**src/rtl/drc_pxl_assembler_if.sv**
```systemverilog
// drc_pxl_assembler_if: pixel-info input stream and packed pixel output stream
interface drc_pxl_assembler_if #(
  parameter int DVP_DATA_W   = 8,
  parameter int BYTE_PER_PXL = 2,
  parameter int COL_W        = 11,
  parameter int ROW_W        = 11,
  parameter int PXL_W        = DVP_DATA_W*BYTE_PER_PXL,
  parameter int PXL_INFO_W   = DVP_DATA_W+2
);
  logic [PXL_INFO_W-1:0] pxl_info_dat;
  logic                  pxl_info_vld;
  logic                  pxl_info_rdy;
  logic [PXL_W-1:0]      pxl_dat;
  logic [COL_W-1:0]      pxl_col;
  logic [ROW_W-1:0]      pxl_row;
  logic                  pxl_sof;
  logic                  pxl_sol;
  logic                  pxl_eol;
  logic                  pxl_vld;
  logic                  pxl_rdy;
  modport master (
    input  pxl_info_dat, pxl_info_vld, pxl_rdy,
    output pxl_info_rdy, pxl_dat, pxl_col, pxl_row, pxl_sof, pxl_sol, pxl_eol, pxl_vld
  );
  modport slave (
    output pxl_info_dat, pxl_info_vld, pxl_rdy,
    input  pxl_info_rdy, pxl_dat, pxl_col, pxl_row, pxl_sof, pxl_sol, pxl_eol, pxl_vld
  );
endinterface

```
**src/rtl/drc_pxl_assembler.sv**
```systemverilog
// drc_pxl_assembler: packs DVP bytes into position-tagged pixels on a registered valid/ready stream
module drc_pxl_assembler #(
  parameter int DVP_DATA_W   = 8,
  parameter int BYTE_PER_PXL = 2,
  parameter int PXL_W        = DVP_DATA_W*BYTE_PER_PXL,
  parameter int COL_W        = 11,
  parameter int ROW_W        = 11,
  parameter int PXL_INFO_W   = DVP_DATA_W+2
) (
  input  logic                clk,
  input  logic                rst,
  input  logic                cam_rx_en,
  input  logic [COL_W-1:0]    cfg_img_w,
  drc_pxl_assembler_if.master bus,
  output logic                err_misalign,
  output logic                err_overrun
);
  localparam int IDX_W = BYTE_PER_PXL > 1 ? $clog2(BYTE_PER_PXL) : 1;
  typedef enum logic {IDLE, ACTIVE} state_t;
  state_t                state, state_n;
  logic [IDX_W-1:0]      idx, idx_n, idx_b;
  logic [COL_W-1:0]      col, col_n, col_b;
  logic [ROW_W-1:0]      row, row_n, row_b;
  logic                  sof_pend, sof_pend_n, sol_pend, sol_pend_n;
  logic [PXL_W-1:0]      sh, sh_n;
  logic [DVP_DATA_W-1:0] byte_in;
  logic                  fs, ls, start, acc, proc, mis, ovr, last, load;
  // beat decode, next state and next datapath values
  always_comb begin
    fs = bus.pxl_info_dat[PXL_INFO_W-1];
    ls = bus.pxl_info_dat[PXL_INFO_W-2];
    byte_in = bus.pxl_info_dat[DVP_DATA_W-1:0];
    start = fs | ls;
    bus.pxl_info_rdy = (state == IDLE) | ~bus.pxl_vld | bus.pxl_rdy;
    acc = bus.pxl_info_vld & bus.pxl_info_rdy;
    proc = acc & cam_rx_en & ((state == ACTIVE) | fs);
    idx_b = start ? '0 : idx;
    col_b = start ? '0 : col;
    row_b = fs ? '0 : ls ? row + 1'b1 : row;
    mis = start & (idx != '0);
    ovr = ~start & (col == cfg_img_w);
    last = idx_b == IDX_W'(BYTE_PER_PXL-1);
    load = proc & ~ovr & last;
    sh_n = (proc & ~ovr) ? PXL_W'({sh, byte_in}) : sh;
    state_n = ~cam_rx_en ? IDLE : (acc & fs) ? ACTIVE : state;
    idx_n = ~cam_rx_en ? '0 : (proc & ~ovr) ? (last ? '0 : idx_b + 1'b1) : idx;
    col_n = proc ? (ovr ? col : col_b + COL_W'(last)) : col;
    row_n = proc ? row_b : row;
    sof_pend_n = proc ? (load ? 1'b0 : fs | sof_pend) : sof_pend;
    sol_pend_n = proc ? (load ? 1'b0 : start | sol_pend) : sol_pend;
  end
  // state register
  always_ff @(posedge clk or posedge rst)
    if (rst) state <= IDLE;
    else state <= state_n;
  // packing and position counters
  always_ff @(posedge clk or posedge rst)
    if (rst) begin
      idx <= '0;
      col <= '0;
      row <= '0;
      sof_pend <= 1'b0;
      sol_pend <= 1'b0;
      sh <= '0;
    end else begin
      idx <= idx_n;
      col <= col_n;
      row <= row_n;
      sof_pend <= sof_pend_n;
      sol_pend <= sol_pend_n;
      sh <= sh_n;
    end
  // output pixel register and error pulses; a new pixel may load in the handshake cycle
  always_ff @(posedge clk or posedge rst)
    if (rst) begin
      bus.pxl_vld <= 1'b0;
      bus.pxl_dat <= '0;
      bus.pxl_col <= '0;
      bus.pxl_row <= '0;
      bus.pxl_sof <= 1'b0;
      bus.pxl_sol <= 1'b0;
      bus.pxl_eol <= 1'b0;
      err_misalign <= 1'b0;
      err_overrun <= 1'b0;
    end else begin
      if (load) begin
        bus.pxl_vld <= 1'b1;
        bus.pxl_dat <= sh_n;
        bus.pxl_col <= col_b;
        bus.pxl_row <= row_b;
        bus.pxl_sof <= fs | sof_pend;
        bus.pxl_sol <= start | sol_pend;
        bus.pxl_eol <= col_b == cfg_img_w - 1'b1;
      end else if (bus.pxl_rdy) bus.pxl_vld <= 1'b0;
      err_misalign <= proc & mis;
      err_overrun <= proc & ovr;
    end
endmodule
```
**src/flat_wrapper.sv**
```systemverilog
// flat-port wrapper written by rule: the top's interface ports become plain ports
module drc_pxl_assembler_flat 
#(
  parameter int DVP_DATA_W   = 8,
  parameter int BYTE_PER_PXL = 2,
  parameter int PXL_W        = DVP_DATA_W*BYTE_PER_PXL,
  parameter int COL_W        = 11,
  parameter int ROW_W        = 11,
  parameter int PXL_INFO_W   = DVP_DATA_W+2
)
  (clk, rst, cam_rx_en, cfg_img_w, err_misalign, err_overrun, bus_pxl_info_dat, bus_pxl_info_vld, bus_pxl_rdy, bus_pxl_info_rdy, bus_pxl_dat, bus_pxl_col, bus_pxl_row, bus_pxl_sof, bus_pxl_sol, bus_pxl_eol, bus_pxl_vld);
  drc_pxl_assembler_if #(.DVP_DATA_W(DVP_DATA_W), .BYTE_PER_PXL(BYTE_PER_PXL), .COL_W(COL_W), .ROW_W(ROW_W), .PXL_W(PXL_W), .PXL_INFO_W(PXL_INFO_W)) bus_i ();
  input  logic clk;
  input  logic rst;
  input  logic cam_rx_en;
  input  logic [COL_W-1:0] cfg_img_w;
  output logic err_misalign;
  output logic err_overrun;
  input wire logic [$bits(bus_i.pxl_info_dat)-1:0] bus_pxl_info_dat;
  input wire logic [$bits(bus_i.pxl_info_vld)-1:0] bus_pxl_info_vld;
  input wire logic [$bits(bus_i.pxl_rdy)-1:0] bus_pxl_rdy;
  output wire logic [$bits(bus_i.pxl_info_rdy)-1:0] bus_pxl_info_rdy;
  output wire logic [$bits(bus_i.pxl_dat)-1:0] bus_pxl_dat;
  output wire logic [$bits(bus_i.pxl_col)-1:0] bus_pxl_col;
  output wire logic [$bits(bus_i.pxl_row)-1:0] bus_pxl_row;
  output wire logic [$bits(bus_i.pxl_sof)-1:0] bus_pxl_sof;
  output wire logic [$bits(bus_i.pxl_sol)-1:0] bus_pxl_sol;
  output wire logic [$bits(bus_i.pxl_eol)-1:0] bus_pxl_eol;
  output wire logic [$bits(bus_i.pxl_vld)-1:0] bus_pxl_vld;
  assign bus_i.pxl_info_dat = bus_pxl_info_dat;
  assign bus_i.pxl_info_vld = bus_pxl_info_vld;
  assign bus_i.pxl_rdy = bus_pxl_rdy;
  assign bus_pxl_info_rdy = bus_i.pxl_info_rdy;
  assign bus_pxl_dat = bus_i.pxl_dat;
  assign bus_pxl_col = bus_i.pxl_col;
  assign bus_pxl_row = bus_i.pxl_row;
  assign bus_pxl_sof = bus_i.pxl_sof;
  assign bus_pxl_sol = bus_i.pxl_sol;
  assign bus_pxl_eol = bus_i.pxl_eol;
  assign bus_pxl_vld = bus_i.pxl_vld;
  drc_pxl_assembler #(.DVP_DATA_W(DVP_DATA_W), .BYTE_PER_PXL(BYTE_PER_PXL), .PXL_W(PXL_W), .COL_W(COL_W), .ROW_W(ROW_W), .PXL_INFO_W(PXL_INFO_W)) u_core (.clk(clk), .rst(rst), .cam_rx_en(cam_rx_en), .cfg_img_w(cfg_img_w), .bus(bus_i), .err_misalign(err_misalign), .err_overrun(err_overrun));
endmodule
```
**config.mk**
```make
export PLATFORM = sky130hd
export DESIGN_NAME = drc_pxl_assembler_flat
export DESIGN_NICKNAME = d
export VERILOG_FILES = /design/src/rtl/drc_pxl_assembler_if.sv /design/src/rtl/drc_pxl_assembler.sv /design/src/flat_wrapper.sv
export SDC_FILE = /design/constraint.sdc
export NUM_CORES = 1
export LEC_CHECK = 0
export BUFFER_PORTS_ARGS = -buffer_cell sky130_fd_sc_hd__buf_2
export CAP_MARGIN = 0
export CORE_AREA = 2 2 93 95
export CTS_CLUSTER_DIAMETER = 40
export DETAILED_ROUTE_END_ITERATION = 10
export DIE_AREA = 0 0 95 97
export PLACE_DENSITY_LB_ADDON = 0.05
export SETUP_SLACK_MARGIN = 0.02
export SLEW_MARGIN = 25
export SYNTH_ARGS = -nofsm -noshare
export SYNTH_HDL_FRONTEND = slang
export SYNTH_SLANG_ARGS = --single-unit
```
**constraint.sdc**
```tcl
create_clock -name clk -period 2.2 [get_ports clk]
set_input_delay 0.22 -clock clk [delete_from_list [all_inputs] [get_ports clk]]
set_output_delay 0.22 -clock clk [all_outputs]
set_load 0.03 [all_outputs]
```
==> results of run 1 <==
[synthesized netlist by cell type (all sizes together) (3+ instances only)]
| library cell | number |
|---|---|
| nand2 | 123 |
| dfrtp | 78 |
| o21ai | 29 |
| nor2 | 24 |
| buf | 20 |
| xor2 | 16 |
| xnor2 | 14 |
| nand3 | 12 |
| mux2 | 11 |
| o31ai | 11 |
| a21oi | 9 |
| clkbuf | 9 |
| nand4 | 8 |
| a31oi | 7 |
| inv | 7 |
| nor3 | 6 |
| nor3b | 6 |
| and3 | 5 |
| nor2b | 5 |
| a22o | 4 |
| and2 | 4 |
| ha | 4 |
| nor4 | 4 |
| and4 | 3 |
[worst max path at each step]
| stage | endpoint | cells after the start |
|---|---|---|
| global route | u_core.col[10]$_DFFE_PP0P_ | 8 |
| global placement | u_core.col[10]$_DFFE_PP0P_ | 11 |
| finish | u_core.col[10]$_DFFE_PP0P_ | 9 |
| floorplan | u_core.col[10]$_DFFE_PP0P_ | 12 |
| CTS | u_core.col[10]$_DFFE_PP0P_ | 9 |
| detailed placement | u_core.col[10]$_DFFE_PP0P_ | 11 |
[cell usage in the layout (no fill, tap or decap), types with 12 or more instances in the layout]
master   Yosys  layout
nand3_1     12      12
xnor2_1     14      14
nand2_1    123     123
xor2_1      16      16
o21ai_0     29      28
nor2_1      23      23
buf_4        2      20
buf_2       13      70
dfrtp_1     78      78
[what timing repair did]
action                                  CTS  global route
hold endpoints to repair                 30             0
hold buffers                              1             0
endpoints found under the setup margin    0             0
gates resized for setup                   0             0
[per-stage QoR]
stage / setup slack (ns) / cell area (um2) / utilization / hold slack, ns
global route: 0.0466 / 4820 / 0.592 / 0.0363
floorplan: 0.000812 / 4070 / - / 0.316
detailed placement: 0.0143 / 4590 / 0.565 / 0.375
finish: 0.122 / 4820 / 0.592 / 0.0389
global placement: 0.0634 / 4590 / 0.565 / 0.378
CTS: 0.140 / 4820 / 0.592 / 0.0302
[registers in the layout, indices dropped and copies added, names as in the netlist]
signal,count
u_core.bus.pxl_dat,16
u_core.bus.pxl_col,11
u_core.bus.pxl_row,11
u_core.col,11
u_core.row,11
u_core.sh,8
u_core.bus.pxl_eol,1
u_core.bus.pxl_sof,1
u_core.bus.pxl_sol,1
u_core.bus.pxl_vld,1
u_core.err_misalign,1
u_core.err_overrun,1
u_core.idx,1
u_core.sof_pend,1
u_core.sol_pend,1
u_core.state,1
[critical path, stage by stage (launching register included)]
cell and delay [ns]:
dfrtp_1 0.48, and2_1 0.17, ha_2 0.20, ha_2 0.20, and3_4 0.20, and3_4 0.20, and4_4 0.24, a31oi_1 0.08
o21ai_1 0.13, o31ai_1 0.08
[layer usage]
layer  part of all wire  track usage  vias to the layer above
met5                  0            0                        -
met4              0.016       0.0747                        0
met3              0.058       0.0491                       19
met2               0.46        0.341                      111
met1               0.47        0.311                     1640
li1                   -            -                     1647
[kinds of logic after synthesis]
group	share of synthesized area
muxes	0.0357
AOI/OAI and AO/OA	0.111
and+or+nand+nor	0.247
xor gates and xnor gates	0.0652
adders and majority gates	0.0124
buffers and inverters	0.0450
DFF	0.484
[area by class of cell]
cell class	count	share of cell area
multi-input cells	326	0.398
clock inverters	5	0.0171
flip-flops and latches	78	0.405
repair buffers	94	0.118
inverters	7	0.00623
well taps	105	0.0273
clock buffers	11	0.0273
[power groups by stage]
stage	Sequential, uW	Clock, uW	Combinational [uW]
final	1620	1200	500
after global routing	1630	1270	557
after CTS	1620	1210	507
after detailed placement	1640	0	505
after global placement	1640	0	492
after floorplan	1730	0	240
==> results.txt, run 1 <==
Reg2Reg Setup Slack -> 0.12 ns
Antenna Diode Count -> 0
Critical path arrival -> 2.33 ns
RR Endpoint -> u_core.col[10]$_DFFE_PP0P_
Max Fclk -> 481 MHz
Setup Skew -> 0.00950 ns
Library cells used by synthesis -> 51
Final setup violating endpoints -> 0
Post-synth ARST share -> 1.00
Inst Count DP -> 609
Yosys top cell area share -> 0.484
Clock tree buffer depth -> 2
Min-delay src -> bus_pxl_rdy
Sequential share of the synthesized area -> 0.484
Mapped Area -> 4030 um2
Fillers -> 769
Status -> complete, no violations
Die height -> 97 um
Placement Rows -> 33
VDD IR max -> 0.498 mV
Total gr overflow -> 0
Seq pwr share -> 0.488
Max_cap viols -> 0
R2R cell count -> 9
CTS root buf -> clkbuf_8
TritonCTS sink count -> 78
RSZ-0062 raised after global routing -> no
Max FO, Critical Path -> 7
Period utilisation layout -> 0.945
Startpoint Class -> register
Setup_tns -> 0 ns
Synth Warn # -> 0
Nets -> 546
First-pass GRT wire length -> 16100 um
PwrDens -> 687 nW/um2
Worst Tran Pin Value -> 0.731 ns
Drt total wl -> 9520 um
Gpl congestion -> 0.859
Crit Path Class -> register to register
Register area -> 1950 um2
Core box area -> 8130 um2
Post-synth net total -> 470
Layout area overhead -> 19.5%
Final Non-Filler Cells -> 626
CTS Buf Count -> 9
Worst hold endpoint -> u_core.bus.pxl_vld$_DFFE_PP0P_
Initial Util -> 0.495
Clk_lat worst skew -> 0.36 ns
DIE WIDTH -> 95 um
Leakage dissipation -> 0.00241 uW
Hold path depth -> 2
Crit path capture type -> register
Number of I/O port buffers -> 70
Largest net degree at the start of global routing -> 51
Critical Path Start -> u_core.col[0]$_DFFE_PP0P_
Psw -> 942 uW
WL per Instance -> 15.2 um
Relative slew slack -> 0.511
Post-CTS setup repair buffer count -> 0
Power Total -> 3310 uW
Synth Register Bits -> 78
Sw Ratio -> 0.284
CP required -> 2.45 ns
Multi-input gate area -> 1920 um2
Iteration-0 DRC Markers -> 144
Area contributors post-synth -> dfrtp_1 (48%), nand2_1 (11%), o21ai_0 (3.6%), xor2_1 (3.5%), mux2_2 (3.1%)
Initial antenna violation count -> 0
Hold Path Class -> input port to register
Drt pass-1 iters -> 5
Tmin final -> 2.08 ns
EDFF count, synth -> 0
Clock slew at reported path FFs -> 0.09 ns
Endpoints failing hold -> 0
CTS tree -> yes
Area leader, netlist -> dfrtp_1
Clock share of power -> 0.361
Antenna viol nets, final -> 0
# IOs -> 71
Die area -> 9220 um2
Ys flop type -> dfrtp_1
Syn avg cell area -> 9.16 um2
Drt drc -> 0
Part of the power in combinational logic -> 0.151
H-tree depth -> 3
Routed vias/inst -> 5.46
Vias in the first global route -> 3301
Hpwl dp -> 6610 um
Gate Count Post-Synth -> 440
Via count -> 3417
Pint -> 2370 uW
Reg2reg start -> u_core.col[0]$_DFFE_PP0P_
GRT Total Usage -> 0.222
Layout cells sized above 1 -> 0.253
Max Slew Vio Count -> 0
Note: power is estimated with default switching activity, not from simulation.
==> run 2: changes to the inputs <==
==> constraint.sdc (replaced) <==
create_clock -name clk -period 1.8 [get_ports clk]
set_input_delay 0.18 -clock clk [delete_from_list [all_inputs] [get_ports clk]]
set_output_delay 0.18 -clock clk [all_outputs]
set_load 0.03 [all_outputs]
==> run 2 against run 1 <==
Net effect:
- the flow now finishes with violations (negative setup slack)
- wire length rose by 25%
- largest cell class is now multi-input gates
- non-clock buffer count rose by 67
- critical path depth rose by 1
- total power rose by 29%
- critical path type unchanged
==> results.txt, run 2 (synthesis results as in run 1) <==
Max_cap viols -> 0 (unchanged)
Met1 GRT Util -> 0.338 (was 0.311)
DIE WIDTH -> 95 um (unchanged)
Initial Util -> 0.495 (unchanged)
Hold path depth -> 3 (was 2)
Gr busiest metal -> met2 (unchanged)
Setup Skew -> 0.0127 ns (was 0.00950 ns)
CP required -> 2.03 ns (was 2.45 ns)
Via count -> 3757 (was 3417)
Max Slew Vio Count -> 0 (unchanged)
Worst Tran Pin Value -> 0.596 ns (was 0.731 ns)
Crit Path Class -> register to register (unchanged)
Failing checks -> negative setup slack
CTS tree -> yes (unchanged)
GRT Total Usage -> 0.250 (was 0.222)
Status -> finished, violations left (was complete, no violations)
Startpoint Class -> register (unchanged)
Tmin final -> 1.91 ns (was 2.08 ns)
CTS root buf -> clkbuf_8 (unchanged)
Max FO, Critical Path -> 4 (was 7)
Die height -> 97 um (unchanged)
Most common cell after layout, fill and taps aside -> dfrtp_1 (was nand2_1)
Clock tree buffer depth -> 2 (unchanged)
Drt total wl -> 11900 um (was 9520 um)
Layout area overhead -> 47.2% (was 19.5%)
Critical path arrival -> 2.13 ns (was 2.33 ns)
Iteration-0 DRC Markers -> 187 (was 144)
VDD IR max -> 0.544 mV (was 0.498 mV)
Gpl congestion -> 0.872 (was 0.859)
R2R cell count -> 10 (was 9)
GR Util met3 -> 0.0530 (was 0.0491)
Most flop-heavy register -> u_core.bus.pxl_dat (unchanged)
Period utilisation layout -> 1.06 (was 0.945)
Placement Rows -> 33 (unchanged)
Hpwl dp -> 7590 um (was 6610 um)
H-tree depth -> 3 (unchanged)
Largest net degree at the start of global routing -> 36 (was 51)
Min-delay src -> bus_pxl_info_dat[5] (was bus_pxl_rdy)
Core box area -> 8130 um2 (unchanged)
Fillers -> 577 (was 769)
Setup WS post-layout -> -0.108 ns (was 0.122 ns)
Number of I/O port buffers -> 70 (unchanged)
Leakage dissipation -> 0.00294 uW (was 0.00241 uW)
Total gr overflow -> 0 (unchanged)
Drt drc -> 0 (unchanged)
Antenna viol nets, final -> 0 (unchanged)
RR Endpoint -> u_core.col[10]$_DFFE_PP0P_ (unchanged)
Commonest cells after routing, fill and taps aside -> dfrtp_1 (76), nand2_1 (70), buf_2 (70) (was nand2_1 (123), dfrtp_1 (78), buf_2 (70))
Post-route cell area -> 5930 um2 (was 4820 um2)
Nets -> 613 (was 546)
RSZ-0062 raised after global routing -> yes (was no)
Antenna Diode Count -> 0 (unchanged)
Layout cells sized above 1 -> 0.481 (was 0.253)
Final setup violating endpoints -> 63 (was 0)
Met2 track demand over resource -> 0.404 (was 0.341)
CTS Buf Count -> 9 (unchanged)
Initial antenna violation count -> 0 (unchanged)
Max reg flops -> 16 (unchanged)
Setup_tns -> -3.30 ns (was 0 ns)
Max Fclk -> 524 MHz (was 481 MHz)
Routed vias/inst -> 5.42 (was 5.46)
WL per Instance -> 17.2 um (was 15.2 um)
Reg2Reg Setup Slack -> -0.11 ns (was 0.12 ns)
Vias in the first global route -> 3683 (was 3301)
Endpoints failing hold -> 0 (unchanged)
Relative slew slack -> 0.602 (was 0.511)
Die area -> 9220 um2 (unchanged)
TritonCTS sink count -> 78 (unchanged)
# IOs -> 71 (unchanged)
Worst hold endpoint -> u_core.bus.pxl_dat[5]$_DFFE_PP0P_ (was u_core.bus.pxl_vld$_DFFE_PP0P_)
Crit path capture type -> register (unchanged)
Reg2reg start -> u_core.col[0]$_DFFE_PP0P_ (unchanged)
Drt pass-1 iters -> 4 (was 5)
PwrDens -> 723 nW/um2 (was 687 nW/um2)
First-pass GRT wire length -> 18000 um (was 16100 um)
Clock slew at reported path FFs -> 0.08 ns (was 0.09 ns)
Clk_lat worst skew -> 0.35 ns (was 0.36 ns)
Hold Path Class -> input port to register (unchanged)
Dpl cell area -> 4960 um2 (was 4590 um2)
[run 2: cell count changes in the layout (fill, tap and decap cells not counted), moves of 5 or more]
| cell | change |
|---|---|
| nand2_1 | -53 |
| nand2_4 | +17 |
| o21ai_2 | +9 |
| o31ai_1 | -5 |
| o21ai_1 | +8 |
| o21ai_0 | -17 |
| buf_6 | +11 |
| buf_4 | +46 |
| nor2_1 | -5 |
| nand2_2 | +36 |
| mux2_4 | +10 |
| clkbuf_16 | +5 |
| mux2_2 | -10 |
[run 2: how the worst max path moves through the flow]
stage | start | end | slack [ns]
finish | u_core.col[0]$_DFFE_PP0P_ | u_core.col[10]$_DFFE_PP0P_ | -0.11
global route | u_core.col[0]$_DFFE_PP0P_ | u_core.idx$_DFFE_PP0P_ | -0.19
CTS | u_core.col[1]$_DFFE_PP0P_ | u_core.col[0]$_DFFE_PP0P_ | -0.11
detailed placement | bus_pxl_info_dat[8] | u_core.col[10]$_DFFE_PP0P_ | -0.18
global placement | bus_pxl_info_dat[8] | u_core.col[10]$_DFFE_PP0P_ | -0.15
floorplan | bus_pxl_info_dat[9] | u_core.col[10]$_DFFE_PP0P_ | -0.24
[run 2: critical path, stage by stage (launching register included)]
cell and delay [ns]:
dfrtp_2 0.42, buf_6 0.11, and2_4 0.14, ha_4 0.14
ha_4 0.12, and3_4 0.17, and3_4 0.18, and4_4 0.23
a31oi_1 0.08, o21ai_1 0.13, o31ai_1 0.09
[run 2: repair_timing]
action / CTS / global route
hold buffers: 2 / 0
pin swaps: 28 / 66
endpoints found under the setup margin: 57 / 68
buffers inserted: 7 / 6
endpoints found under the hold margin: 24 / 0
resized for setup: 56 / 94
cloned: 3 / 8
[run 2: power breakdown]
part,internal [uW],total [uW],switching [uW]
Combinational,353,817,464
Sequential,1880,1980,97.1
Clock,823,1490,665
[run 2: layout make-up]
cell class | instances | area, um2 | area share
clock buffer | 11 | 141 | 0.0238
timing repair buffer | 161 | 1240 | 0.210
sequential | 78 | 1950 | 0.329
multi-input combinational | 326 | 2350 | 0.396
inverter | 7 | 30.0 | 0.00506
tap | 105 | 131 | 0.0221
clock inverter | 5 | 81.3 | 0.0137
[run 2: metrics by stage]
step / hold WS (ns) / std cells / worst slack [ns] / util / total power [uW]
floorplan: 0.276 / 440 / -0.239 / - / 2420
global placement: 0.261 / 652 / -0.146 / 0.610 / 2680
detailed placement: 0.279 / 652 / -0.175 / 0.610 / 2700
CTS: 0.0246 / 680 / -0.112 / 0.668 / 4210
global route: 0.0340 / 693 / -0.186 / 0.729 / 4480
finish: 0.0389 / 693 / -0.108 / 0.729 / 4290
[run 2: routing by layer]
metal,vias up,share of wire
li1,1790,-
met4,0,0.015
met5,-,0
met2,105,0.51
met1,1849,0.43
met3,13,0.044
